$ cat src/rtl/p405s_icu_sram_pkg.sv
// Shared constants and types for the ICU instruction SRAM access controller.
package p405s_icu_sram_pkg;

  localparam int ICU_SRAM_ADDR_W    = 9;
  localparam int ICU_SRAM_DATA_W    = 128;
  localparam int ICU_SRAM_BYTES     = 16;
  localparam int ICU_SRAM_LAST_ADDR = 511;

  // Active-low byte write enables with every lane disabled (read or idle)
  localparam logic [ICU_SRAM_BYTES-1:0] ICU_SRAM_WEN_OFF = '1;

  typedef enum logic {
    RUN  = 1'b0,
    INIT = 1'b1
  } icu_sram_state_e;

endpackage

$ cat src/rtl/p405s_icu_sram_init_seq.sv
// Clear-sweep address sequencer for the ICU SRAM.
// Only meaningful when P405S_ICU_SRAM_INIT_EN is defined; the module is
// elaborated only in that build so the default build carries no sweep logic.
`ifdef P405S_ICU_SRAM_INIT_EN
module p405s_icu_sram_init_seq
  import p405s_icu_sram_pkg::*;
(
  input  logic                       clk,
  input  logic                       rst_n,
  input  logic                       active,
  output logic [ICU_SRAM_ADDR_W-1:0] sweep_addr,
  output logic                       sweep_done
);

  // Step through the array while a sweep is active; park at zero otherwise
  always_ff @(posedge clk or negedge rst_n) begin
    if (!rst_n) begin
      sweep_addr <= '0;
    end else if (active) begin
      sweep_addr <= sweep_addr + ICU_SRAM_ADDR_W'(1);
    end else begin
      sweep_addr <= '0;
    end
  end

  assign sweep_done = active && (sweep_addr == ICU_SRAM_ADDR_W'(ICU_SRAM_LAST_ADDR));

endmodule
`endif

$ cat src/rtl/p405s_icu_sram_arb.sv
// ICU instruction SRAM access controller: arbitrates fetch reads against
// line-fill writes, registers the SRAM command, and strobes read data back.
// Optional clear sweep after reset / on inv_all_req: P405S_ICU_SRAM_INIT_EN.
module p405s_icu_sram_arb
  import p405s_icu_sram_pkg::*;
#(
  parameter int ADDR_W     = ICU_SRAM_ADDR_W,
  parameter int DATA_W     = ICU_SRAM_DATA_W,
  parameter int STARVE_MAX = 4
) (
  input  logic                      cclk,
  input  logic                      rst_n,
  input  logic                      fetch_req,
  input  logic [ADDR_W-1:0]         fetch_addr,
  output logic                      fetch_gnt,
  output logic                      fetch_rd_vld,
  output logic [DATA_W-1:0]         fetch_rd_data,
  input  logic                      fill_req,
  input  logic [ADDR_W-1:0]         fill_addr,
  input  logic [ICU_SRAM_BYTES-1:0] fill_be,
  input  logic [DATA_W-1:0]         fill_data,
  output logic                      fill_gnt,
  input  logic                      inv_all_req,
  output logic                      init_busy,
  output logic                      sram_cen,
  output logic [ICU_SRAM_BYTES-1:0] sram_wen,
  output logic [ADDR_W-1:0]         sram_addr,
  output logic [DATA_W-1:0]         sram_din,
  input  logic [DATA_W-1:0]         sram_dout
);

  localparam int CNT_W = $clog2(STARVE_MAX + 1);

  logic                       in_init;
  logic [ICU_SRAM_ADDR_W-1:0] sweep_addr;
  logic [CNT_W-1:0]           starve_cnt;
  logic                       starved;
  logic [1:0]                 rd_tag;

  logic                       cen_d;
  logic [ICU_SRAM_BYTES-1:0]  wen_d;
  logic [ADDR_W-1:0]          addr_d;
  logic [DATA_W-1:0]          din_d;

`ifdef P405S_ICU_SRAM_INIT_EN
  icu_sram_state_e state_q, state_d;
  logic            sweep_done;

  // State register; reset lands in the clear sweep
  always_ff @(posedge cclk or negedge rst_n) begin
    if (!rst_n) begin
      state_q <= INIT;
    end else begin
      state_q <= state_d;
    end
  end

  // Enter the sweep on request from RUN, leave once the last address is issued
  always_comb begin
    state_d = state_q;
    case (state_q)
      RUN:     if (inv_all_req) state_d = INIT;
      INIT:    if (sweep_done)  state_d = RUN;
      default: state_d = RUN;
    endcase
  end

  assign in_init = (state_q == INIT);

  p405s_icu_sram_init_seq u_init_seq (
    .clk        (cclk),
    .rst_n      (rst_n),
    .active     (in_init),
    .sweep_addr (sweep_addr),
    .sweep_done (sweep_done)
  );
`else
  logic unused_inv_all_req;

  assign unused_inv_all_req = inv_all_req;
  assign in_init            = 1'b0;
  assign sweep_addr         = '0;
`endif

  assign init_busy = in_init;
  assign starved   = (starve_cnt == CNT_W'(STARVE_MAX));

  // Fill normally wins; a fetch starved for STARVE_MAX cycles takes the port
  always_comb begin
    fetch_gnt = 1'b0;
    fill_gnt  = 1'b0;
    if (!in_init) begin
      if (fetch_req && (starved || !fill_req)) begin
        fetch_gnt = 1'b1;
      end else if (fill_req) begin
        fill_gnt = 1'b1;
      end
    end
  end

  // Count denied fetch cycles, saturating at the starvation threshold
  always_ff @(posedge cclk or negedge rst_n) begin
    if (!rst_n) begin
      starve_cnt <= '0;
    end else if (!fetch_req || fetch_gnt) begin
      starve_cnt <= '0;
    end else if (!starved) begin
      starve_cnt <= starve_cnt + CNT_W'(1);
    end
  end

  // Select the command to present on the SRAM pins next cycle
  always_comb begin
    cen_d  = 1'b1;
    wen_d  = ICU_SRAM_WEN_OFF;
    addr_d = sram_addr;
    din_d  = sram_din;
    if (in_init) begin
      cen_d  = 1'b0;
      wen_d  = '0;
      addr_d = ADDR_W'(sweep_addr);
      din_d  = '0;
    end else if (fill_gnt) begin
      cen_d  = (fill_be == '0);
      wen_d  = ~fill_be;
      addr_d = fill_addr;
      din_d  = fill_data;
    end else if (fetch_gnt) begin
      cen_d  = 1'b0;
      addr_d = fetch_addr;
    end
  end

  // Register the SRAM command so the macro sees clean, glitch-free pins
  always_ff @(posedge cclk or negedge rst_n) begin
    if (!rst_n) begin
      sram_cen  <= 1'b1;
      sram_wen  <= ICU_SRAM_WEN_OFF;
      sram_addr <= '0;
      sram_din  <= '0;
    end else begin
      sram_cen  <= cen_d;
      sram_wen  <= wen_d;
      sram_addr <= addr_d;
      sram_din  <= din_d;
    end
  end

  // Two-stage read tag: command cycle, then data-return cycle
  always_ff @(posedge cclk or negedge rst_n) begin
    if (!rst_n) begin
      rd_tag <= '0;
    end else begin
      rd_tag <= {rd_tag[0], fetch_gnt};
    end
  end

  assign fetch_rd_vld  = rd_tag[1];
  assign fetch_rd_data = sram_dout;

endmodule

$ cat config.mk
export PLATFORM = sky130hd
export DESIGN_NAME = p405s_icu_sram_arb
export DESIGN_NICKNAME = d
export VERILOG_FILES = /design/src/rtl/p405s_icu_sram_pkg.sv /design/src/rtl/p405s_icu_sram_init_seq.sv /design/src/rtl/p405s_icu_sram_arb.sv
export SDC_FILE = /design/constraint.sdc
export NUM_CORES = 1
export LEC_CHECK = 0
export ABC_AREA = 1
export ABC_CLOCK_PERIOD_IN_PS = 4260
export CAP_MARGIN = 20
export CORE_AREA = 2 2 224 226
export CTS_CLUSTER_DIAMETER = 120
export DETAILED_ROUTE_END_ITERATION = 6
export DIE_AREA = 0 0 226 228
export SLEW_MARGIN = 20
export SYNTH_ARGS = -nofsm -noshare
export SYNTH_HDL_FRONTEND = slang
export SYNTH_SLANG_ARGS = --single-unit
$ cat constraint.sdc
create_clock -name cclk -period 4.26 [get_ports cclk]
set_clock_uncertainty 0.05 [all_clocks]
set_input_delay 1.065 -clock cclk [delete_from_list [all_inputs] [get_ports cclk]]
set_output_delay 1.065 -clock cclk [all_outputs]
set_load 0.02 [all_outputs]
==> impl_metrics.tcl <==
set metrics [dict create \
    leakagePower_nw 4.78 \
    cts-resized-gates 0 \
    antenna_found_initial 0 \
    layout_commonest_cell "nand2_1" \
    drive_above_1_share_pct 5.43 \
    boundaryPins 581 \
    syn-num-nets 1093 \
    start_util_pct 14.1 \
    grt_pass1_vias 5533 \
    io_buffer_count 322 \
    required_ns 3.14 \
    clock_sinks 159 \
    synth_compound_area_share_pct 0.108 \
    vias 5490 \
    cts.clk_slew.worst_paths_ns 0.06 \
    die_y_um 228 \
    netlist_instances 796 \
    routed_wl_mm 21.3 \
    final_cell_mix "435 x nand2_1, 321 x clkdlybuf4s50_1, 142 x dfrtp_1" \
    overflow 0 \
    coreArea_mm2 0.0493 \
    reg2reg_slack_ns 2.28 \
    synth_fa_ha_area_share_pct 0.358 \
    cts_buffers 17 \
    grt_pass1_wl_mm 31.9 \
    path_max_fanout 5 \
    critPathSlowestCell "clkdlybuf4s50_1" \
    synthMuxAreaShare_pct 0 \
    tightest_slew_ns 1.01 \
    diodes 0 \
    post_cts_hold_buffer_count 0 \
    clock_latency_ns 0.47 \
    htree_num_levels 4 \
    arrival_ns 2.56 \
    setup_viol 0 \
    ys_types 15 \
    hold_viol_final 0 \
    slew_headroom_pct 32.7 \
    drc_errors 0 \
    max_stage_delay_ns 0.60 \
    synth_xor_area_share_pct 0.125 \
    die_x_um 226 \
    critPathBufInv 3 \
    synth_top_family_by_area "simple AND/OR/NAND/NOR gates" \
    yosys_warnings 0 \
    yosys.area_share.simple_pct 25.1 \
    fillCellCount 5414 \
    track_usage_pct 8.43 \
    synth.cell_area_mm2 0.00698 \
    cts_root_buf "clkbuf_16" \
    drv_slew 0 \
    setup.worst_path.end_class "output port" \
    fmax_mhz 272 \
    tns_ns 0 \
    avgSynthCellArea_um2 8.77 \
    place.gp.congestion 0.796 \
    routed_wire_length_per_instance_um 12.8 \
    cp_cell_sequence "clkdlybuf4s50_1 -> nand2_1 -> nand2_1 -> clkinv_1 -> clkdlybuf4s50_1" \
    status "complete, no violations" \
    grt_max_degree 155 \
    vias_per_cell 3.29 \
    critPathTopFamily "buffers and inverters" \
    cts_tree "built" \
    areaGrowthSynthToFinish_pct 51.0 \
    startpoint_type "primary input" \
    synth_seq_area_share_pct 57.3 \
    fin_crit_ns 3.67 \
    p_total_mw 4.16 \
    final_antenna_net_count 0 \
    p_per_area_mw_per_mm2 394 \
    layout_worst_path_cycle_share_pct 86.2 \
    cts.path.max_buffers 2 \
    dpl.hpwl_mm 15.2 \
    hold_class "register to register" \
    nets 1279 \
    ys_ff_latch 159 \
    die_area_mm2 0.0515 \
    row_count 82 \
    cts_setup_buffers 0 \
    holdWs_ns 0.314 \
    cap_violations 0 \
    worstSetupPathType "primary input to output port" \
    peakVddDrop_mv 0.211 \
    drtIter0Drc 212 \
    rsz0062_at_grt "no" \
    dr.pass1.iters 4 \
]
## worst paths after layout
path                               start             to  depth (start not counted)
max                             fill_req      fetch_gnt                          5
min                            rd_tag[0]      rd_tag[1]                          0
max reg2reg                starve_cnt[0]   sram_din[38]                          9
min reg2reg                    rd_tag[0]      rd_tag[1]                          0
max in group asynchronous          rst_n   sram_din[47]                          2
min in group asynchronous          rst_n  sram_din[126]                          1
## final cells by class
type	instances	area [µm²]	area share, %
sequential	159	4000	37.9
timing repair buffer	328	3310	31.4
multi-input combinational	468	1810	17.2
tap	672	841	7.97
clock buffer	23	468	4.44
clock inverter	9	86.3	0.819
inverter	8	30.0	0.285
## per-stage QoR
step	setup slack, ns	cells	area (µm²)	utilization [%]
final	0.587	1667	10500	21.4
after global routing	0.483	1667	10500	21.4
after CTS	0.582	1667	10500	21.4
after detailed placement	0.583	1635	9990	20.2
after global placement	0.559	1635	9990	20.2
after floorplan	1.54	796	6980	-
## report_power, final
part	switching [mW]	internal [mW]	total (mW)
clock network	0.656	0.832	1.49
logic	0.465	0.459	0.923
registers	0.0805	1.67	1.75
total	1.20	2.96	4.16
## Yosys cell counts
cell	n	share of area [%]
dfstp_2	17	6.4
clkinv_1	1	0.054
inv_1	7	0.38
buf_6	1	0.16
buf_2	24	1.7
dfrtp_1	142	51
ha_1	2	0.36
conb_1	1	0.054
nor2_1	16	0.86
o21a_1	1	0.11
buf_4	136	15
nand2_1	435	23
nand3_1	11	0.79
xnor2_1	1	0.13
nand2_2	1	0.090
## worst register-to-register path: stages (launching register included)
cell	delay, ns
dfrtp_1	0.40
inv_1	0.07
ha_1	0.13
nand2_1	0.10
nand2_1	0.08
nand2_1	0.11
nand2_4	0.40
buf_12	0.32
nand2_1	0.20
nand2_1	0.07
## cells by family after synthesis
kind of cell | Yosys count
other | 1
buffers and inverters | 169
XOR/XNOR | 1
AO/OA/AOI/OAI | 1
adder cells (fa/ha/maj) | 2
flip-flops | 159
AND/OR/NAND/NOR | 463
## metal layers
metal,vias to the layer above,GRT usage [%],share of wire [%]
li1,2629,-,-
met5,-,0,0
met1,2540,9.19,41
met3,73,3.94,9.3
met4,0,6.85,5.1
met2,248,12.5,45
## registers in the layout (all words and copies together), names as in the netlist
signal      cells
sram_addr       9
rd_tag          2
starve_cnt      3
sram_din      128
sram_wen       16
sram_cen        1
No activity file was read; power rests on OpenSTA's default activity.
